### config.mk
export PLATFORM = sky130hd
export DESIGN_NAME = rkv_slave_arbiter_flat
export DESIGN_NICKNAME = d
export VERILOG_FILES = /design/src/rtl/rkv_slave_arbiter_pkg.sv /design/src/rtl/rkv_slave_arbiter_if.sv /design/src/rtl/rkv_slave_arbiter_picker.sv /design/src/rtl/rkv_slave_arbiter.sv /design/src/flat_wrapper.sv
export SDC_FILE = /design/constraint.sdc
export NUM_CORES = 1
export LEC_CHECK = 0
export ABC_CLOCK_PERIOD_IN_PS = 3920
export BUFFER_PORTS_ARGS = -buffer_cell sky130_fd_sc_hd__buf_2
export CAP_MARGIN = 20
export CORE_MARGIN = 3
export CORE_UTILIZATION = 57
export CTS_BUF_LIST = sky130_fd_sc_hd__clkbuf_8
export DETAILED_ROUTE_END_ITERATION = 10
export GPL_TIMING_DRIVEN = 0
export PLACE_DENSITY = 0.82
export REMOVE_ABC_BUFFERS = 1
export SYNTH_ARGS = -nofsm -noshare
export SYNTH_HDL_FRONTEND = slang
export SYNTH_SLANG_ARGS = --single-unit
### constraint.sdc
create_clock -name clk -period 3.92 [get_ports clk]
set_clock_uncertainty 0.15 [all_clocks]
set_input_delay 0.196 -clock clk [delete_from_list [all_inputs] [get_ports clk]]
set_output_delay 0.196 -clock clk [all_outputs]
set_load 0.02 [all_outputs]
### src/rtl/rkv_slave_arbiter_pkg.sv
// Shared types and the round-robin winner search for the rkv slave arbiters.
package rkv_arb_pkg;

  typedef enum logic {IDLE, XFER} arb_state_e;

  localparam int unsigned MAX_MASTERS = 16;
  localparam int unsigned PTR_W       = 4;

  // Cyclic search starting one past ptr, so the last winner ranks lowest.
  function automatic logic [PTR_W-1:0] rr_next(
    input logic [MAX_MASTERS-1:0] req,
    input logic [PTR_W-1:0]       ptr,
    input int unsigned            n
  );
    logic [PTR_W-1:0] win;
    logic             found;
    int unsigned      cand;
    win   = '0;
    found = 1'b0;
    for (int unsigned i = 1; i <= MAX_MASTERS; i++) begin
      if (i <= n) begin
        cand = int'(ptr) + i;
        if (cand >= n) cand = cand - n;
        if (!found && req[cand[PTR_W-1:0]]) begin
          win   = cand[PTR_W-1:0];
          found = 1'b1;
        end
      end
    end
    return win;
  endfunction

endpackage

### src/rtl/rkv_slave_arbiter_if.sv
// Request/grant bundle between the master array and one slave arbiter.
interface rkv_slave_arbiter_if #(
  parameter int unsigned MASTER_NUM = 2,
  parameter int unsigned LEN_W      = 4
) ();
  localparam int unsigned IDX_W = $clog2(MASTER_NUM);

  logic [MASTER_NUM-1:0]       req;
  logic [MASTER_NUM*LEN_W-1:0] req_len;
  logic                        beat_done;
  logic [MASTER_NUM-1:0]       gnt;
  logic [IDX_W-1:0]            gnt_id;
  logic                        busy;
  logic                        last;
  logic                        err;

  modport master (
    output req, req_len, beat_done,
    input  gnt, gnt_id, busy, last, err
  );

  modport slave (
    input  req, req_len, beat_done,
    output gnt, gnt_id, busy, last, err
  );
endinterface

### src/rtl/rkv_slave_arbiter_picker.sv
// Combinational round-robin picker; reusable wherever a cyclic grant is needed.
module rkv_rr_picker
  import rkv_arb_pkg::*;
#(
  parameter int unsigned MASTER_NUM = 2,
  parameter int unsigned IDX_W      = $clog2(MASTER_NUM)
) (
  input  logic [MASTER_NUM-1:0] req,
  input  logic [IDX_W-1:0]      ptr,
  output logic                  valid,
  output logic [IDX_W-1:0]      idx
);
  logic [MAX_MASTERS-1:0] w_req_ext;
  logic [PTR_W-1:0]       w_ptr_ext;

  always_comb begin
    w_req_ext                 = '0;
    w_req_ext[MASTER_NUM-1:0] = req;
  end

  assign w_ptr_ext = PTR_W'(ptr);
  assign valid     = |req;
  assign idx       = IDX_W'(rr_next(w_req_ext, w_ptr_ext, MASTER_NUM));
endmodule

### src/rtl/rkv_slave_arbiter.sv
// Round-robin burst arbiter for one slave: holds a grant for a full burst,
// with a watchdog that aborts a grant stalled for TIMEOUT cycles.
module rkv_slave_arbiter
  import rkv_arb_pkg::*;
#(
  parameter int unsigned MASTER_NUM = 2,
  parameter int unsigned LEN_W      = 4,
  parameter int unsigned TIMEOUT    = 16
) (
  input logic              clk,
  input logic              rst,
  rkv_slave_arbiter_if.slave bus
);
  localparam int unsigned   IDX_W  = $clog2(MASTER_NUM);
  localparam int unsigned   WD_W   = $clog2(TIMEOUT);
  localparam logic [WD_W-1:0]  WD_MAX  = WD_W'(TIMEOUT - 1);
  localparam logic [IDX_W-1:0] PTR_RST = IDX_W'(MASTER_NUM - 1);

  arb_state_e            r_state, w_state_n;
  logic [LEN_W-1:0]      r_cnt, w_cnt_n;
  logic [WD_W-1:0]       r_wd, w_wd_n;
  logic [IDX_W-1:0]      r_ptr, w_ptr_n;
  logic [MASTER_NUM-1:0] r_gnt, w_gnt_n;
  logic [IDX_W-1:0]      r_gnt_id, w_gnt_id_n;
  logic                  r_err, w_err_n;
  logic                  w_pick_valid;
  logic [IDX_W-1:0]      w_pick_idx;

  rkv_rr_picker #(.MASTER_NUM(MASTER_NUM), .IDX_W(IDX_W)) u_picker (
    .req   (bus.req),
    .ptr   (r_ptr),
    .valid (w_pick_valid),
    .idx   (w_pick_idx)
  );

  always_comb begin
    w_state_n  = r_state;
    w_cnt_n    = r_cnt;
    w_wd_n     = r_wd;
    w_ptr_n    = r_ptr;
    w_gnt_n    = r_gnt;
    w_gnt_id_n = r_gnt_id;
    w_err_n    = 1'b0;
    case (r_state)
      IDLE: begin
        if (w_pick_valid) begin
          w_state_n           = XFER;
          w_gnt_n             = '0;
          w_gnt_n[w_pick_idx] = 1'b1;
          w_gnt_id_n          = w_pick_idx;
          w_cnt_n             = bus.req_len[w_pick_idx*LEN_W +: LEN_W];
          w_wd_n              = '0;
        end
      end
      XFER: begin
        // A beat on the watchdog's final cycle still counts, so it is tested first.
        if (bus.beat_done) begin
          w_wd_n = '0;
          if (r_cnt != '0) begin
            w_cnt_n = r_cnt - 1'b1;
          end else begin
            w_gnt_n   = '0;
            w_ptr_n   = r_gnt_id;
            w_state_n = IDLE;
          end
        end else if (r_wd == WD_MAX) begin
          w_gnt_n   = '0;
          w_err_n   = 1'b1;
          w_ptr_n   = r_gnt_id;
          w_state_n = IDLE;
        end else begin
          w_wd_n = r_wd + 1'b1;
        end
      end
      default: w_state_n = IDLE;
    endcase
  end

  always_ff @(posedge clk) begin
    if (rst) begin
      r_state  <= IDLE;
      r_cnt    <= '0;
      r_wd     <= '0;
      r_ptr    <= PTR_RST;
      r_gnt    <= '0;
      r_gnt_id <= '0;
      r_err    <= 1'b0;
    end else begin
      r_state  <= w_state_n;
      r_cnt    <= w_cnt_n;
      r_wd     <= w_wd_n;
      r_ptr    <= w_ptr_n;
      r_gnt    <= w_gnt_n;
      r_gnt_id <= w_gnt_id_n;
      r_err    <= w_err_n;
    end
  end

  assign bus.gnt    = r_gnt;
  assign bus.gnt_id = r_gnt_id;
  assign bus.busy   = (r_state == XFER);
  assign bus.last   = (r_state == XFER) && (r_cnt == '0);
  assign bus.err    = r_err;
endmodule

### src/flat_wrapper.sv
// flat-port wrapper written by rule: the top's interface ports become plain ports
module rkv_slave_arbiter_flat import rkv_arb_pkg::*;
#(
  parameter int unsigned MASTER_NUM = 2,
  parameter int unsigned LEN_W      = 4,
  parameter int unsigned TIMEOUT    = 16
)
  (clk, rst, bus_req, bus_req_len, bus_beat_done, bus_gnt, bus_gnt_id, bus_busy, bus_last, bus_err);
  rkv_slave_arbiter_if #(.MASTER_NUM(MASTER_NUM), .LEN_W(LEN_W)) bus_i ();
  input logic clk;
  input logic rst;
  input wire logic [$bits(bus_i.req)-1:0] bus_req;
  input wire logic [$bits(bus_i.req_len)-1:0] bus_req_len;
  input wire logic [$bits(bus_i.beat_done)-1:0] bus_beat_done;
  output wire logic [$bits(bus_i.gnt)-1:0] bus_gnt;
  output wire logic [$bits(bus_i.gnt_id)-1:0] bus_gnt_id;
  output wire logic [$bits(bus_i.busy)-1:0] bus_busy;
  output wire logic [$bits(bus_i.last)-1:0] bus_last;
  output wire logic [$bits(bus_i.err)-1:0] bus_err;
  assign bus_i.req = bus_req;
  assign bus_i.req_len = bus_req_len;
  assign bus_i.beat_done = bus_beat_done;
  assign bus_gnt = bus_i.gnt;
  assign bus_gnt_id = bus_i.gnt_id;
  assign bus_busy = bus_i.busy;
  assign bus_last = bus_i.last;
  assign bus_err = bus_i.err;
  rkv_slave_arbiter #(.MASTER_NUM(MASTER_NUM), .LEN_W(LEN_W), .TIMEOUT(TIMEOUT)) u_core (.clk(clk), .rst(rst), .bus(bus_i));
endmodule
==> results.sh, run 1 <==
export IMPL_crit_arrival_ns=1.43
export IMPL_avgViaCountPerCell=5.84
export IMPL_hpwl_um=1190
export IMPL_path_class="reg -> out"
export IMPL_initial_core_util_pct=65.0
export IMPL_finalSetupTns_ns=0
export IMPL_min_period_over_period_pct=45.4
export IMPL_synth_seq_cells=14
export IMPL_crit_buf_inv=1
export IMPL_async_flop_share_pct=0
export IMPL_setup_ws_ns=2.14
export IMPL_die_area_sq_um=1810
export IMPL_drtAntennaViolNets=0
export IMPL_die_height_um=42.5
export IMPL_synth_edf_count=0
export IMPL_clock_sinks=14
export IMPL_fp_row_count=12
export IMPL_rsz0062_at_grt="no"
export IMPL_cts_tree="done"
export IMPL_grt_use_total_pct=19.9
export IMPL_cts_root_buf="clkbuf_8"
export IMPL_ys_warn_count=0
export IMPL_clk_insertion_delay_late_ns=0.25
export IMPL_coreArea_sq_um=1170
export IMPL_worst_slew_pin_slew_ns=0.518
export IMPL_routed_wl_um=1670
export IMPL_cp_end_kind="primary output"
export IMPL_synth_commonest_cells="14 x dfxtp_1, 9 x a21oi_1, 5 x nor3_1, 5 x o21ai_0"
export IMPL_setup_viol=0
export IMPL_required_ns=3.57
export IMPL_outcome="completed"
export IMPL_overflow=0
export IMPL_grt_max_degree=17
export IMPL_worstPathMaxFanout=16
export IMPL_cp_start_kind="flop"
export IMPL_cts_resized=0
export IMPL_die_x_um=42.5
export IMPL_whs_ns=0.127
export IMPL_cp_cell_sequence="and4bb_4, buf_2"
export IMPL_cpPeakStageDelay_ns=0.64
export IMPL_hold_viol_final=0
export IMPL_post_cts_buffers=0
export IMPL_drcViolationCount=0
export IMPL_nNetsFinal=120
export IMPL_area_growth_syn_to_layout_pct=20.2
export IMPL_met3_length_um=94
export IMPL_io_pins=19
export IMPL_worst_path_dominant_cell_family="flip-flops"
export IMPL_drt_pass1_iterations=4
export IMPL_maxCapViolations=0
export IMPL_yosys_top_cells_area="dfxtp_1 37%, a21oi_1 5.9%, ha_1 4.9%"
export IMPL_drt_first_iter_violations=18
export IMPL_holdCritPathClass="in -> reg"
export IMPL_postSynthCellCount=83
export IMPL_ys_seq_area_share_pct=36.8
export IMPL_powerDensity_nw_per_um2=464
export IMPL_htree_levels=1
export IMPL_wirelength_met1_um=762
export IMPL_postLayoutCoreUtil_pct=78.1
export IMPL_maxSlewViolCount=0
export IMPL_p_leak_nw=0.378
export IMPL_reg2reg_slack_ns=2.16
export IMPL_n_fill_cell=91
export IMPL_synth_area_sq_um=761
export IMPL_synth_top_area_share_pct=36.8
export IMPL_period_needed_ns=1.78
export IMPL_dpl_cell_area_sq_um=860
export IMPL_place_ws_ns=2.18
export IMPL_yosys_most_used_dff="dfxtp_1"
export IMPL_dr_wl_met2_um=767
export IMPL_antenna_found_initial=0
export IMPL_grt_pass1_wl_um=2580
export IMPL_gp_congestion=0.802
export IMPL_relSlewSlack_pct=65.4
export IMPL_vias=683
export IMPL_ctsHoldBuffers=0
export IMPL_drive_gt1_share_pct=31.1
export IMPL_io_buffers=18
export IMPL_grt_pass1_vias=596
export IMPL_crit_slowest_cell="dfxtp_1"
export IMPL_antenna_cells=0
export IMPL_ys_types=32
export IMPL_timing_fmax_mhz=562
export IMPL_stdcell_area_sq_um=915
export IMPL_wl_per_cell_um=14.3
export IMPL_synth_most_common_cell="dfxtp_1"
export IMPL_cts_clk_slew_worst_paths_ns=0.06
export IMPL_clockBufferDepth=2
export IMPL_ir_drop_mv=0.285
export IMPL_cts_buffers=3
export IMPL_routed_top_layer="met4"
export IMPL_syn_area_per_cell_sq_um=9.17
export IMPL_yosys_area_top_type="dfxtp_1"
==> cells by family after synthesis <==
logic type / Yosys count / synth area share [%]
multiplexers: 6 / 8.39
buffers and inverters: 6 / 3.12
adder cells (fa/ha/maj): 3 / 4.93
XOR/XNOR: 1 / 1.15
AO/OA/AOI/OAI: 28 / 24.7
flip-flops: 14 / 36.8
AND/OR/NAND/NOR: 25 / 20.9
==> final timing paths <==
| kind | end | cells after the start | from |
|---|---|---|---|
| max | bus_last | 2 | u_core.bus.busy |
| min | u_core.bus.busy | 3 | bus_beat_done |
| max reg2reg | u_core.r_cnt[2] | 6 | u_core.r_cnt[0] |
| min reg2reg | u_core.r_cnt[2] | 2 | u_core.r_cnt[2] |
==> sequential cells by signal (all words and copies together) (netlist names) <==
name,cells
u_core.r_cnt,4
u_core.r_wd,4
u_core.bus.gnt,2
u_core.bus.busy,1
u_core.bus.err,1
u_core.bus.gnt_id,1
u_core.r_ptr,1
==> placed cells by master (no fill, tap or decap), drive strengths merged, types with 2 or more instances in the layout <==
cell and n:
a21oi 9, clkbuf 4, dfxtp 14, nand2 3
o21ai 6, nand2b 4, o211ai 2, ha 3
o31ai 2, a21boi 2, inv 4, and3 2
nand3 2, mux2i 3, nor3 7, a211oi 2
buf 18, nor2 3, mux2 3
==> per-stage QoR <==
stage | std cells | total power (W)
6_report | 117 | 0.000425
3_5_place_dp | 113 | 0.000282
5_1_grt | 117 | 0.000446
4_1_cts | 117 | 0.000425
2_1_floorplan | 81 | 0.000253
3_3_place_gp | 113 | 0.000279
==> per-layer routing <==
| layer | vias to the layer above | track usage, % |
|---|---|---|
| met5 | - | 0 |
| met4 | 0 | 11.2 |
| li1 | 346 | - |
| met3 | 7 | 10.3 |
| met2 | 18 | 29.8 |
| met1 | 312 | 22.6 |
==> worst reg2reg max path: stages (launching register included) <==
cell,delay [ns]
dfxtp_1,0.36
inv_1,0.09
ha_1,0.20
and4bb_4,0.23
nor3_4,0.33
a21boi_2,0.21
o21ai_1,0.07
==> power breakdown <==
group          internal [W]  total (W)  switching (W)
logic             0.0000515   0.000108      0.0000566
registers          0.000158   0.000173      0.0000154
clock network     0.0000892   0.000144      0.0000544
==> final cells by class <==
class | count | area (sq um) | share of cell area (%)
Inverter | 4 | 15.0 | 1.64
Tap cell | 14 | 17.5 | 1.92
Timing Repair Buffer | 18 | 90.1 | 9.85
Clock buffer | 4 | 55.1 | 6.02
Sequential cell | 14 | 280 | 30.6
Multi-Input combinational cell | 63 | 457 | 49.9
No activity file was read; power rests on OpenSTA's default activity.
==> run 2, diff against run 1 <==
- ABC_CLOCK_PERIOD_IN_PS: 3920 -> 1500
- CORE_ASPECT_RATIO: default -> 0.9
- CORE_UTILIZATION: 57 -> 48
- PLACE_DENSITY: 0.82 -> 0.73
- clock period: 3.92 -> 1.5 ns (I/O delays scaled with it)
==> run 2 against run 1 <==
  * Via count rose by 3.1%
  * Global-route usage rose by 0.52 points
  * Critical path depth rose by 5
  * Register-to-register slack got worse by 2.3 ns
  * Clock power rose to 2.6 times the previous value
  * Sequential share of layout area fell by 2.2 points
  * Total power rose to 2.8 times the previous value
  * The flow now finishes with violations (setup timing)
  * Design area rose by 9.7%
  * Non-clock buffer count rose by 6
==> results.sh, run 2 (synthesized netlist as in run 1, its figures left out) <==
export IMPL_vias=704
export IMPL_outcome="finished with violations"
export IMPL_worstPathMaxFanout=5
export IMPL_nNetsFinal=126
export IMPL_timing_fmax_mhz=620
export IMPL_violations="setup timing"
export IMPL_grt_use_total_pct=20.5
export IMPL_drtAntennaViolNets=0
export IMPL_dpl_cell_area_sq_um=860
export IMPL_hpwl_um=1200
export IMPL_grt_pass1_wl_um=3080
export IMPL_cts_tree="done"
export IMPL_drcViolationCount=0
export IMPL_ir_drop_mv=0.834
export IMPL_antenna_found_initial=0
export IMPL_grt_max_degree=17
export IMPL_htree_levels=1
export IMPL_wirelength_met1_um=818
export IMPL_holdCritPathClass="in -> reg"
export IMPL_cts_root_buf="clkbuf_8"
export IMPL_setup_viol=5
export IMPL_die_height_um=43.8
export IMPL_area_growth_syn_to_layout_pct=31.9
export IMPL_coreArea_sq_um=1350
export IMPL_clk_insertion_delay_late_ns=0.25
export IMPL_die_area_sq_um=2100
export IMPL_cts_buffers=3
export IMPL_drt_first_iter_violations=16
export IMPL_setup_ws_ns=-0.112
export IMPL_avgViaCountPerCell=5.72
export IMPL_required_ns=1.51
export IMPL_cp_end_kind="flop"
export IMPL_hold_viol_final=0
export IMPL_cts_clk_slew_worst_paths_ns=0.05
export IMPL_drt_pass1_iterations=4
export IMPL_clock_sinks=14
export IMPL_powerDensity_nw_per_um2=1180
export IMPL_clockBufferDepth=2
export IMPL_routed_top_layer="met4"
export IMPL_whs_ns=0.0302
export IMPL_final_common_cell="buf_2"
export IMPL_period_needed_ns=1.61
export IMPL_place_ws_ns=-0.258
export IMPL_cp_start_kind="flop"
export IMPL_met3_length_um=123
export IMPL_crit_arrival_ns=1.62
export IMPL_worst_slew_pin_slew_ns=0.376
export IMPL_min_period_over_period_pct=107
export IMPL_overflow=0
export IMPL_path_class="reg -> reg"
export IMPL_dr_wl_met2_um=838
export IMPL_wl_per_cell_um=14.7
export IMPL_p_leak_nw=0.410
export IMPL_drive_gt1_share_pct=44.0
export IMPL_rsz0062_at_grt="yes"
export IMPL_die_x_um=48.0
export IMPL_gp_congestion=0.827
export IMPL_initial_core_util_pct=56.3
export IMPL_maxSlewViolCount=0
export IMPL_final_cell_mix="18 x buf_2, 10 x dfxtp_1, 9 x a21oi_1"
export IMPL_stdcell_area_sq_um=1000
export IMPL_fp_row_count=12
export IMPL_relSlewSlack_pct=74.8
export IMPL_finalSetupTns_ns=-0.364
export IMPL_io_buffers=18
export IMPL_antenna_cells=0
export IMPL_grt_pass1_vias=687
export IMPL_maxCapViolations=0
export IMPL_routed_wl_um=1800
export IMPL_io_pins=19
## run 2: area by class of cell
cell class / instances / area (sq um)
timing repair buffer: 24 / 141
fill: 105 / 348
clock buffer: 4 / 55.1
tap: 14 / 17.5
multi-input combinational: 63 / 489
inverter: 4 / 15.0
sequential: 14 / 285
## run 2: stage by stage
| stage | std cells | util [%] | power (W) |
|---|---|---|---|
| after CTS | 123 | 72.8 | 0.00117 |
| final | 123 | 74.3 | 0.00119 |
| after floorplan | 81 | - | 0.000661 |
| after global placement | 113 | 63.6 | 0.000731 |
| after global routing | 123 | 74.3 | 0.00125 |
| after detailed placement | 113 | 63.6 | 0.000741 |
## run 2: worst paths after layout
kind / startpoint / end / slack [ns] / cells past startpoint
setup / recovery: u_core.r_cnt[0] / u_core.r_cnt[0] / -0.11 / 7
hold reg to reg: u_core.r_wd[0] / u_core.r_wd[0] / 0.32 / 1
setup reg to reg: u_core.r_cnt[0] / u_core.r_cnt[0] / -0.11 / 7
hold / removal: rst / u_core.r_wd[1] / 0.03 / 2
## run 2: critical path, stage by stage, from the launching register on
cell and delay, ns:
dfxtp_2 0.33, inv_2 0.06, ha_4 0.14, and4bb_4 0.22, nor3_4 0.30, buf_4 0.18, o211ai_1 0.08, o31ai_1 0.07
## run 2: power breakdown
| group | switching (W) | leakage [nW] | internal, W |
|---|---|---|---|
| clock | 0.000136 | 0.0288 | 0.000233 |
| sequential | 0.0000418 | 0.116 | 0.000416 |
| combinational | 0.000177 | 0.265 | 0.000184 |
## run 2: repair_timing
action | CTS | global route
hold buffers | 1 | 0
setup buffers | 5 | 0
setup endpoints to repair | 12 | 10
resized for setup | 11 | 4
endpoints found under the hold margin | 1 | 0
pin swaps | 3 | 3
## run 2: routing by layer
layer	vias up	GRT usage [%]
li1	360	-
met1	318	26.4
met2	22	31.1
met3	4	7.88
met4	0	5.91
met5	-	0
==> run 3, diff against run 2 <==
- ABC_AREA: default -> 1
- CORE_UTILIZATION: 48 -> 49
==> run 3 against run 2 <==
  * The flow finishes with violations (hold timing)
  * Total power shrank 4.3%
  * Worst hold slack lost 0.036 ns
  * Global-route usage shrank 1.3 points
  * Clock power is essentially flat
  * Setup slack gained 0.18 ns
  * Sequential share of layout area shrank 1.4 points
  * Area after synthesis grew 10%
  * Die area grew 7.0%
  * Cell count grew 41%
  * Sequential power shrank 2%
  * Register-to-register slack gained 0.22 ns
  * Critical path depth is the same
  * Critical endpoint is now bus_last
  * Largest cell class unchanged
  * Largest power group unchanged
  * Highest routed layer unchanged
==> results.sh, run 3 <==
export IMPL_crit_arrival_ns=1.20
export IMPL_maxSlewViolCount=0
export IMPL_reg2reg_slack_ns=0.11
export IMPL_worst_hold_path_endpoint="u_core.r_cnt[0]"
export IMPL_reg2regPathDepth=10
export IMPL_routed_wl_um=1830
export IMPL_fp_row_count=13
export IMPL_yosys_area_top_type="dfxtp_1"
export IMPL_violations="hold timing"
export IMPL_vias=863
export IMPL_overflow=0
export IMPL_setup_viol=0
export IMPL_rsz0062_at_grt="no"
export IMPL_critPathLaunch="u_core.r_cnt[0]"
export IMPL_htree_levels=1
export IMPL_hold_viol_final=1
export IMPL_crit_slowest_cell="dfxtp_2"
export IMPL_cpPeakStageDelay_ns=0.33
export IMPL_total_power_w=0.00113
export IMPL_drcViolationCount=0
export IMPL_die_x_um=49.6
export IMPL_min_period_over_period_pct=95.2
export IMPL_holdCritPathClass="in -> reg"
export IMPL_cp_cell_sequence="inv_2, ha_1, nand2_1, inv_2, nand2_4, inv_1, buf_4"
export IMPL_ys_warn_count=0
export IMPL_final_common_cell="nand2_1"
export IMPL_use_met2_pct=31.4
export IMPL_clk_insertion_delay_late_ns=0.24
export IMPL_io_buffers=18
export IMPL_area_growth_syn_to_layout_pct=25.8
export IMPL_clockBufferDepth=2
export IMPL_grt_use_total_pct=19.1
export IMPL_synth_area_sq_um=840
export IMPL_clock_sinks=14
export IMPL_coreArea_sq_um=1530
export IMPL_cts_clk_slew_worst_paths_ns=0.06
export IMPL_grt_busiest_layer="met2"
export IMPL_grt_pass1_vias=754
export IMPL_use_met3_pct=5.28
export IMPL_postSynthCellCount=127
export IMPL_combPwrFrac_pct=28.1
export IMPL_p_leak_nw=0.543
export IMPL_worstPathMaxFanout=5
export IMPL_wl_per_cell_um=10.6
export IMPL_outcome="finished with violations"
export IMPL_gp_congestion=0.744
export IMPL_yosys_top_cells_area="dfxtp_1 33%, nand2_1 15%, nand3_1 8.3%"
export IMPL_grt_max_degree=11
export IMPL_die_area_sq_um=2250
export IMPL_r2r_start="u_core.r_cnt[0]"
export IMPL_final_cell_mix="34 x nand2_1, 17 x buf_2, 15 x nor2_1"
export IMPL_cp_end_kind="primary output"
export IMPL_synth_most_common_cell="nand2_1"
export IMPL_synth_edf_count=0
export IMPL_path_class="reg -> out"
export IMPL_ir_drop_mv=0.656
export IMPL_powerDensity_nw_per_um2=1070
export IMPL_syn_area_per_cell_sq_um=6.61
export IMPL_switching_share_pct=32.6
export IMPL_met1_usage_pct=25.1
export IMPL_maxCapViolations=0
export IMPL_drtAntennaViolNets=0
export IMPL_r2r_end="u_core.r_cnt[1]"
export IMPL_p_seq_share_pct=39.4
export IMPL_nNetsFinal=168
export IMPL_whs_ns=-0.00594
export IMPL_die_height_um=45.3
export IMPL_hpwl_um=1420
export IMPL_hp_start="bus_req_len[4]"
export IMPL_intPower_w=0.000765
export IMPL_worst_path_dominant_cell_family="flip-flops"
export IMPL_period_needed_ns=1.43
export IMPL_io_pins=19
export IMPL_initial_core_util_pct=54.9
export IMPL_drive_gt1_share_pct=27.8
export IMPL_ys_seq_area_share_pct=33.4
export IMPL_finalSetupTns_ns=0
export IMPL_antenna_cells=0
export IMPL_worst_slew_pin_slew_ns=0.332
export IMPL_avgViaCountPerCell=4.99
export IMPL_crit_buf_inv=4
export IMPL_grt_pass1_wl_um=3240
export IMPL_p_switching_w=0.000370
export IMPL_synth_commonest_cells="34 x nand2_1, 15 x nor2_1, 14 x dfxtp_1, 14 x inv_1, 14 x nand3_1"
export IMPL_relSlewSlack_pct=77.8
export IMPL_timing_fmax_mhz=700
export IMPL_synth_top_area_share_pct=33.4
export IMPL_ys_types=22
export IMPL_whs_path_depth=5
export IMPL_cts_buffers=3
export IMPL_postLayoutCoreUtil_pct=69.1
export IMPL_drt_first_iter_violations=20
export IMPL_cp_start_kind="flop"
export IMPL_cts_tree="done"
export IMPL_antenna_found_initial=0
export IMPL_n_fill_cell=150
export IMPL_async_flop_share_pct=0
export IMPL_p_clk_share_pct=32.5
export IMPL_required_ns=1.27
export IMPL_path_common_cell="inv_2"
export IMPL_cts_root_buf="clkbuf_8"
export IMPL_yosys_most_used_dff="dfxtp_1"
export IMPL_drt_pass1_iterations=4
export IMPL_synth_seq_cells=14
## run 3: changes by cell type after synthesis, sizes merged, moves of 4 or more
cell	before	now
nand2	3	39
inv	4	18
nor3	7	3
nand2b	4	0
nor2	3	16
nand3	2	15
## run 3: power by group through the flow
| stage | Clock (W) | Combinational [W] | Sequential (W) |
|---|---|---|---|
| 2_1_floorplan | 0 | 0.000211 | 0.000453 |
| 3_3_place_gp | 0 | 0.000289 | 0.000446 |
| 3_5_place_dp | 0 | 0.000299 | 0.000449 |
| 4_1_cts | 0.000379 | 0.000309 | 0.000446 |
| 5_1_grt | 0.000395 | 0.000362 | 0.000451 |
| 6_report | 0.000369 | 0.000318 | 0.000448 |
## run 3: worst register-to-register path: cells and delay by family, from the launching register on
family / cells / cell delay, ns
adders and majority gates: 1 / 0.19
buffers and inverters: 3 / 0.18
and+or+nand+nor: 6 / 0.43
DFF: 1 / 0.33
## run 3: layer usage
metal / part of all wire [%] / up-vias
met2: 43 / 30
met1: 48 / 378
met3: 7.6 / 2
met4: 0.60 / 0
li1: - / 453
met5: 0 / -
## run 3: layout make-up
class | instances | area (sq um) | share of cell area (%)
timing repair buffer | 21 | 123 | 11.6
clock buffer | 4 | 55.1 | 5.21
sequential | 14 | 285 | 27.0
inverter | 19 | 78.8 | 7.46
multi-input combinational | 93 | 487 | 46.1
tap | 22 | 27.5 | 2.61
## run 3: what timing repair did
| item | 4_1_cts | 5_1_grt |
|---|---|---|
| hold buffers | 3 | 0 |
| setup endpoints to repair | 3 | 9 |
| gates resized for setup | 5 | 5 |
| hold endpoints to repair | 7 | 0 |
| buffers inserted | 0 | 0 |
| pin swaps | 0 | 2 |
## run 3: logic make-up (layout without fill, tap and decap cells)
group                    after synthesis  count (layout)  share of synthesized area [%]
AO/OA/AOI/OAI                         15              15                           9.39
adder cells (fa/ha/maj)                3               3                           4.47
buffers and inverters                 20              44                           9.83
flip-flops                            14              14                           33.4
AND/OR/NAND/NOR                       75              75                           42.9
## run 3: how the worst max path moves through the flow
stage / endpoint / cells after the start
after global routing: bus_last / 7
after floorplan: u_core.r_cnt[2] / 7
after detailed placement: u_core.r_cnt[1] / 10
after global placement: u_core.r_cnt[0] / 10
after CTS: bus_last / 7
final: bus_last / 7
## run 3: metrics by stage
stage | worst slack [ns] | hold slack, ns | cell area [sq um] | std cells
after global placement | 0.0423 | 0.223 | 953 | 166
final | 0.0724 | -0.00594 | 1060 | 173
after floorplan | 0.0701 | -0.00593 | 836 | 126
after detailed placement | 0.00785 | 0.228 | 953 | 166
after global routing | 0.00409 | 0.0532 | 1060 | 173
after CTS | 0.00852 | 0.0179 | 1040 | 173
